$ cat src/rtl/palindrome_stream_gen.sv
// ============================================================================
// Module      : palindrome_stream_gen
// Description : Streams an LFSR-built palindrome (optionally corrupted) into the
//               palindrome tester and checks the tester's verdict.
//               Optional packet statistics: PALGEN_STATS_EN.
// Revision    : 1.0 - initial release
// ============================================================================
`default_nettype none

module palindrome_stream_gen #(
  parameter int         MAX_DATA = 128,
  parameter logic [7:0] SEED     = 8'hA5,
  parameter int         TIMEOUT  = 64
) (
  input  logic                        clock,
  input  logic                        reset,
  input  logic                        start,
  input  logic [$clog2(MAX_DATA)-1:0] length,
  input  logic                        corrupt,
  output logic [7:0]                  dataOut,
  output logic                        dataVld,
  input  logic                        ready,
  input  logic                        isTrue,
  input  logic                        outVld,
  output logic                        busy,
  output logic                        done,
  output logic                        pass,
  output logic                        timeout,
  output logic                        err,
  output logic [15:0]                 passCnt,
  output logic [15:0]                 failCnt
);

  localparam int         LW          = $clog2(MAX_DATA);
  localparam int         AW          = $clog2(MAX_DATA / 2);
  localparam int         TW          = $clog2(TIMEOUT + 1);
  localparam logic [7:0] C_LFSR_MASK = 8'hB8;

  typedef enum logic [2:0] {
    S_IDLE     = 3'd0,
    S_WAIT_RDY = 3'd1,
    S_SEND_A   = 3'd2,
    S_SEND_B   = 3'd3,
    S_GAP      = 3'd4,
    S_WAIT_RES = 3'd5,
    S_DONE     = 3'd6
  } state_t;

  state_t        r_state;
  state_t        w_stateNext;
  logic [LW-1:0] r_len;
  logic [LW-1:0] r_idx;
  logic          r_corrupt;
  logic [7:0]    r_lfsr;
  logic [7:0]    r_buf [MAX_DATA/2];
  logic [TW-1:0] r_waitCnt;
  logic [7:0]    r_dataOut;
  logic          r_dataVld;
  logic          r_pass;
  logic          r_timeout;
  logic          r_err;

  logic [LW-1:0] w_half;
  logic [LW-1:0] w_floor;
  logic          w_accept;
  logic          w_reject;
  logic          w_emitA;
  logic          w_emitB;
  logic          w_capture;
  logic          w_expire;
  logic          w_expected;
  logic [7:0]    w_mirrorByte;

  assign w_floor      = r_len >> 1;
  assign w_half       = w_floor + {{(LW-1){1'b0}}, r_len[0]};
  assign w_expected   = (r_len < LW'(2)) | ~r_corrupt;
  // Only the last mirrored byte (buffer[0]) carries the corruption.
  assign w_mirrorByte = r_buf[r_idx[AW-1:0]] ^ {7'b0, r_corrupt && (r_idx == '0)};

  always_ff @(posedge clock) begin
    if (reset) r_state <= S_IDLE;
    else       r_state <= w_stateNext;
  end

  always_comb begin
    w_stateNext = r_state;
    w_accept    = 1'b0;
    w_reject    = 1'b0;
    w_emitA     = 1'b0;
    w_emitB     = 1'b0;
    w_capture   = 1'b0;
    w_expire    = 1'b0;
    busy        = (r_state != S_IDLE) && (r_state != S_DONE);
    done        = (r_state == S_DONE);
    case (r_state)
      S_IDLE: begin
        if (start && (length != '0)) begin
          w_accept    = 1'b1;
          w_stateNext = S_WAIT_RDY;
        end else if (start) begin
          w_reject = 1'b1;
        end
      end
      S_WAIT_RDY: begin
        if (ready) begin
          w_emitA = 1'b1;
          if (w_half == LW'(1)) w_stateNext = (r_len == LW'(1)) ? S_GAP : S_SEND_B;
          else                  w_stateNext = S_SEND_A;
        end
      end
      S_SEND_A: begin
        w_emitA = 1'b1;
        if (r_idx == w_half - LW'(1)) w_stateNext = S_SEND_B;
      end
      S_SEND_B: begin
        w_emitB = 1'b1;
        if (r_idx == '0) w_stateNext = S_GAP;
      end
      S_GAP: w_stateNext = S_WAIT_RES;
      S_WAIT_RES: begin
        if (outVld) begin
          w_capture   = 1'b1;
          w_stateNext = S_DONE;
        end else if (r_waitCnt == TW'(TIMEOUT - 1)) begin
          w_expire    = 1'b1;
          w_stateNext = S_DONE;
        end
      end
      S_DONE:  w_stateNext = S_IDLE;
      default: w_stateNext = S_IDLE;
    endcase
  end

  always_ff @(posedge clock) begin
    if (reset) begin
      r_len     <= '0;
      r_idx     <= '0;
      r_corrupt <= 1'b0;
      r_lfsr    <= SEED;
      r_waitCnt <= '0;
      r_dataOut <= 8'h00;
      r_dataVld <= 1'b0;
      r_pass    <= 1'b0;
      r_timeout <= 1'b0;
      r_err     <= 1'b0;
    end else begin
      r_err     <= w_reject;
      r_dataVld <= w_emitA | w_emitB;
      r_waitCnt <= (r_state == S_WAIT_RES) ? r_waitCnt + TW'(1) : '0;
      if (w_accept) begin
        r_len     <= length;
        r_corrupt <= corrupt;
        r_idx     <= '0;
        r_pass    <= 1'b0;
        r_timeout <= 1'b0;
      end
      if (w_emitA) begin
        r_dataOut <= r_lfsr;
        r_lfsr    <= (r_lfsr >> 1) ^ (r_lfsr[0] ? C_LFSR_MASK : 8'h00);
        // Switching to the mirror half: point at buffer[floor(L/2)-1].
        if (w_stateNext == S_SEND_B) r_idx <= w_floor - LW'(1);
        else                         r_idx <= r_idx + LW'(1);
      end
      if (w_emitB) begin
        r_dataOut <= w_mirrorByte;
        r_idx     <= r_idx - LW'(1);
      end
      if (w_capture) begin
        r_pass    <= (isTrue == w_expected);
        r_timeout <= 1'b0;
      end
      if (w_expire) begin
        r_pass    <= 1'b0;
        r_timeout <= 1'b1;
      end
    end
  end

  always_ff @(posedge clock) begin
    if (w_emitA) r_buf[r_idx[AW-1:0]] <= r_lfsr;
  end

  assign dataOut = r_dataOut;
  assign dataVld = r_dataVld;
  assign pass    = r_pass;
  assign timeout = r_timeout;
  assign err     = r_err;

`ifdef PALGEN_STATS_EN
  logic [15:0] r_passCnt;
  logic [15:0] r_failCnt;

  always_ff @(posedge clock) begin
    if (reset) begin
      r_passCnt <= 16'h0000;
      r_failCnt <= 16'h0000;
    end else if (r_state == S_DONE) begin
      if (r_pass && (r_passCnt != 16'hFFFF))  r_passCnt <= r_passCnt + 16'd1;
      if (!r_pass && (r_failCnt != 16'hFFFF)) r_failCnt <= r_failCnt + 16'd1;
    end
  end

  assign passCnt = r_passCnt;
  assign failCnt = r_failCnt;
`else
  assign passCnt = 16'h0000;
  assign failCnt = 16'h0000;
`endif

endmodule

`default_nettype wire
$ cat config.mk
export PLATFORM = sky130hd
export DESIGN_NAME = palindrome_stream_gen
export DESIGN_NICKNAME = d
export VERILOG_FILES = /design/src/rtl/palindrome_stream_gen.sv
export SDC_FILE = /design/constraint.sdc
export NUM_CORES = 1
export LEC_CHECK = 0
export CAP_MARGIN = 10
export CORE_MARGIN = 2
export CORE_UTILIZATION = 60
export DETAILED_ROUTE_END_ITERATION = 10
export PLACE_DENSITY = 0.78
export RECOVER_POWER = 50
export SYNTH_ARGS = -nofsm -noshare
export SYNTH_HDL_FRONTEND = slang
export SYNTH_SLANG_ARGS = --single-unit
export TNS_END_PERCENT = 10
$ cat constraint.sdc
create_clock -name clock -period 3.19 [get_ports clock]
set_input_delay 0.319 -clock clock [delete_from_list [all_inputs] [get_ports clock]]
set_output_delay 0.319 -clock clock [all_outputs]
set_load 0.05 [all_outputs]
# == Word level (Yosys, flattened, before mapping) ==
# Memories as Yosys holds them, arrays and structs flattened. A register that Yosys moved wholly into a read port is not among the register bits.
# Cells that the tools add are included.
# Widths: inputs -> output; s select.
# totals
regBits,45
latchBits,0
ramBits,512
rom_bits,0
input_bits,14
out_inout_bits,46
elab_cells,88
memories,1
# memory_table
name,depth,width,read_ports,rd_clocked_by_memory_dff,wr,line_no,text
r_buf,64,8,1,1,1,55,logic [7:0] r_buf [MAX_DATA/2];
# op_classes
addsub,6
mul,0
div_mod_pow,0
n_lt_le_gt_ge,1
eq_ne,13
n_shift,0
mux,35
bitwise_logic,7
n_reduce_logical,14
# ops
operator,n
$mux 7,4
$mux 3,8
$mux 8,3
$pmux 3 s6,1
$mux 1,16
$add 7x1->7 const B,2
$eq 7x1->1 const B,2
$sub 7x1->7 const B,2
$mux 6,2
$eq 3x2->1 const B,3
$eq 3x3->1 const B,3
$reduce_bool 3->1,3
$xor 7x8->8,1
$xor 8x1->8,1
$add 6x1->7,1
$eq 7x6->1 const B,1
$eq 7x7->1,1
$logic_not 7->1,1
$lt 7x2->1 const B,1
$reduce_bool 7->1,1
$sub 6x1->7 const B,1
$reduce_bool 2->1,2
$reduce_or 2->1,2
$eq 3x1->1 const B,1
8 further kinds,13

# == Longest topological paths before layout ==
# depth
word_depth,11
ltp_mapped,12
ltp_nobuf,11

# == Least setup slack after synthesis ==
# OpenSTA, ideal clock, no wires.
# synth_timing
path_kind,flip-flop to flip-flop
start,register r_len[0]
end,register (tool-made name)
setup_ns,0.121
arrival_ns,2.750
t_required_ns,3.069
setup_slack_ns,0.319
stages_incl_launch_ff,13
path_buffers,1
synth_period_minus_slack_ns,2.871
path_cell_list,dfxtp_1 -> ha_1 -> ha_1 -> inv_1 -> ha_1 -> or4b_2 -> o31ai_1 -> xnor2_1 -> nor2_1 -> and4_1 -> clkbuf_1 -> o31a_1 -> a22o_1
# synth_rtl
item,line_no,text
"start, declared",51,logic [LW-1:0] r_len;
"start signal, assigned",151,r_len <= length;

==> results.yml <==
layout:
  area_growth_pct: 14.0
  n_fill_cell: 2248
  stdcell_count: 1877
  nNetsFinal: 1345
  drive_gt1_frac: 0.275
power_and_ir_drop:
  finalPower_uw: 17400
  p_leak_uw: 0.00825
  ir_worst_vdd_mv: 0.454
  powerDensity_mw_per_mm2: 667
critical_path:
  r2r_cells: 11
  crit_required_ns: 3.66
  arrival_ns: 3.52
  criticalPathCategory: "flip-flop to flip-flop"
  setup.worst_path.end_class: "flip-flop"
  worstSetupStartpointType: "flip-flop"
  worstPathMaxFanout: 9
sta:
  maxSlewViolCount: 196
  hold_ws_ns: 0.360
  tightest_slew_ns: 2.15
  period_needed_ns: 3.04
  finalHoldViolCount: 0
  period_share: 0.954
  setup_viol: 0
  maxSlewHeadroom: -0.437
  clock.fmax_ghz: 0.329
  fin_skew_ns: 0.0107
  setup-tns-final_ns: 0
  worst_slack_ns: 0.147
cts:
  holdBufCountCts: 0
  cts-root-buf: "clkbuf_16"
  cts.path.max_buffers: 3
  htreeDepth: 2
  cts_tree: "built"
  postCtsSetupRepairBufs: 0
  cts_made_buffers: 54
  cts.sinks: 563
  clk_latency_ns: 0.59
  clkSlewWorstSetupHoldPaths_ns: 0.06
min_path:
  hp-class: "input port to flip-flop"
  hold_depth: 3
logic_synthesis:
  yosys-top-cells-count: "512 x edfxtp_1, 168 x mux4_2, 105 x nor2_1, 51 x dfxtp_1, 42 x nand2_1"
  yosys-top-cells-area: "edfxtp_1 67%, mux4_2 17%, dfxtp_1 4.5%, nor2_1 1.7%, buf_4 1.1%"
  synth_edf_count: 512
  synth.top_cell.area_share: 0.674
  ys_seq_area_frac: 0.718
  synth.distinct_cells: 57
  ys_ff_latch: 563
  syn_avg_cell_area_um2: 19.0
  yosysMostFrequentCell: "edfxtp_1"
  synth-main-ff-cell: "edfxtp_1"
  yosys_warnings: 0
  synth_area_mm2: 0.0228
  netlist_instances: 1201
  yosys.area.top_type: "edfxtp_1"
  synthArstFlopShare: 0
detailed_routing:
  drc: 0
  drt_first_pass_iters: 6
  antenna_left: 0
  wl_per_cell_um: 27.6
  vias: 12000
  routed_via_density: 6.37
  wl_um: 51800
  drtIter0Drc: 1444
floorplanning:
  fp-row-count: 71
  fp.dieArea_mm2: 0.0396
  initial_core_util: 0.607
  die_y_um: 199
  die_x_um: 199
  core_mm2: 0.0376
  boundaryPins: 60
run:
  maxCapViolCount: 4
grt:
  grt.met3_usage: 0.0778
  grt_use_met2: 0.416
  use_met1: 0.367
  grt_start_max_net_pins: 55
  grt_pass1_vias: 12000
  grt_pass1_wl_um: 76800
  busiest_layer: "met2"
  grt_antenna_before_repair: 1
  grt.total_usage: 0.272
  gr-total-overflow: 0
placement:
  dp_cells: 1776
  io_buffers: 27
  dp_hpwl_um: 31800
  pre_cts_ws_ns: 0.111
  routabilityCongestion: 0.885
status:
  status: "finished, violations left"
  violations: "capacitance limit, slew limit"
## final cells by class
class | count | area (µm²) | area share
multi-input cells | 557 | 5970 | 0.229
repair buffers | 135 | 1190 | 0.0456
clock inverters | 37 | 337 | 0.0129
inverters | 10 | 37.5 | 0.00144
clock buffers | 62 | 1430 | 0.0551
well taps | 511 | 639 | 0.0246
diodes | 2 | 5.00 | 0.000192
flip-flops and latches | 563 | 16400 | 0.631
## final timing paths
| path | start | endpoint | slack [ns] |
|---|---|---|---|
| worst min-delay path | corrupt | r_corrupt$_SDFFE_PP0P_ | 0.36 |
| worst max-delay path | r_len[0]$_SDFFE_PP0P_ | flip-flop | 0.15 |
| worst min register to register | r_waitCnt[0]$_SDFF_PP0_ | r_waitCnt[0]$_SDFF_PP0_ | 0.47 |
| worst max register to register | r_len[0]$_SDFFE_PP0P_ | flip-flop | 0.15 |
## state kept, by name, indices dropped and copies added, names as in the netlist, named ones only
register	flops
r_buf	512
err	1
r_lfsr	8
timeout	1
dataOut	8
r_corrupt	1
r_waitCnt	7
pass	1
r_idx	7
r_len	7
r_state	3
dataVld	1
## power by group
group | internal (µW) | leakage (µW) | switching (µW)
sequential | 8400 | 0.00502 | 334
combinational | 985 | 0.00236 | 1240
clock | 3700 | 0.000873 | 2700
## timing repair
action / CTS / global route
gates resized for setup: 0 / 1
endpoints found under the setup margin: 0 / 11
hold endpoints to repair: 0 / 0
## layout by cell type, fill, tap and decap left out, drive strengths merged, types with 3 or more instances in the layout
| cell type | Yosys | routed |
|---|---|---|
| inv | 9 | 10 |
| nand3b | 4 | 4 |
| clkdlybuf4s50 | 0 | 19 |
| clkinv | 1 | 28 |
| nand3 | 21 | 21 |
| nand4 | 4 | 4 |
| or2 | 10 | 10 |
| nand2b | 4 | 4 |
| xor2 | 11 | 11 |
| a31oi | 7 | 7 |
| edfxtp | 512 | 512 |
| ha | 10 | 10 |
| nor2b | 4 | 4 |
| nor3 | 10 | 10 |
| o21ai | 15 | 15 |
| dfxtp | 51 | 51 |
| conb | 1 | 32 |
| a21oi | 19 | 19 |
| a32o | 3 | 3 |
| dlygate4sd3 | 0 | 8 |
| and3 | 3 | 3 |
| mux2i | 6 | 6 |
| nor2 | 105 | 105 |
| buf | 61 | 98 |
| mux4 | 168 | 168 |
| nand2 | 42 | 42 |
| clkinvlp | 0 | 3 |
| and2 | 5 | 5 |
| bufinv | 0 | 6 |
| a211oi | 3 | 3 |
| a22oi | 5 | 5 |
| or3 | 9 | 9 |
| xnor2 | 24 | 24 |
| or3b | 3 | 3 |
| a221oi | 3 | 3 |
| clkbuf | 41 | 72 |
## layer usage
metal  vias to the layer above  share of wire
li1                       4999              -
met1                      6186           0.38
met2                       647           0.47
met3                       129           0.10
met4                         0          0.044
met5                         -              0
## cell families (layout without fill, tap and decap cells)
family	after synthesis	count (layout)	synth area share
xor gates and xnor gates	35	35	0.0134
AOI/OAI and AO/OA	74	74	0.0218
and+or+nand+nor	232	232	0.0471
other	1	34	0.000164
DFF	563	563	0.718
adders and majority gates	10	10	0.00548
buffers and inverters	112	244	0.0253
muxes	174	174	0.168
## critical path, stage by stage, from the launching register on
cell	delay (ns)
dfxtp_1	0.34
ha_1	0.21
ha_1	0.27
inv_1	0.10
ha_1	0.23
or4b_2	0.61
o31ai_1	0.11
xnor2_1	0.11
nor2_1	0.14
and4_2	0.38
o21ai_0	0.13
a32o_1	0.29
## per-stage QoR
stage          utilization  instance area, µm²
4_1_cts              0.693               26000
2_1_floorplan            -               22900
3_5_place_dp         0.646               24300
5_1_grt              0.692               26000
3_3_place_gp         0.646               24300
6_report             0.692               26000
Power figures use the tool's default switching activity.
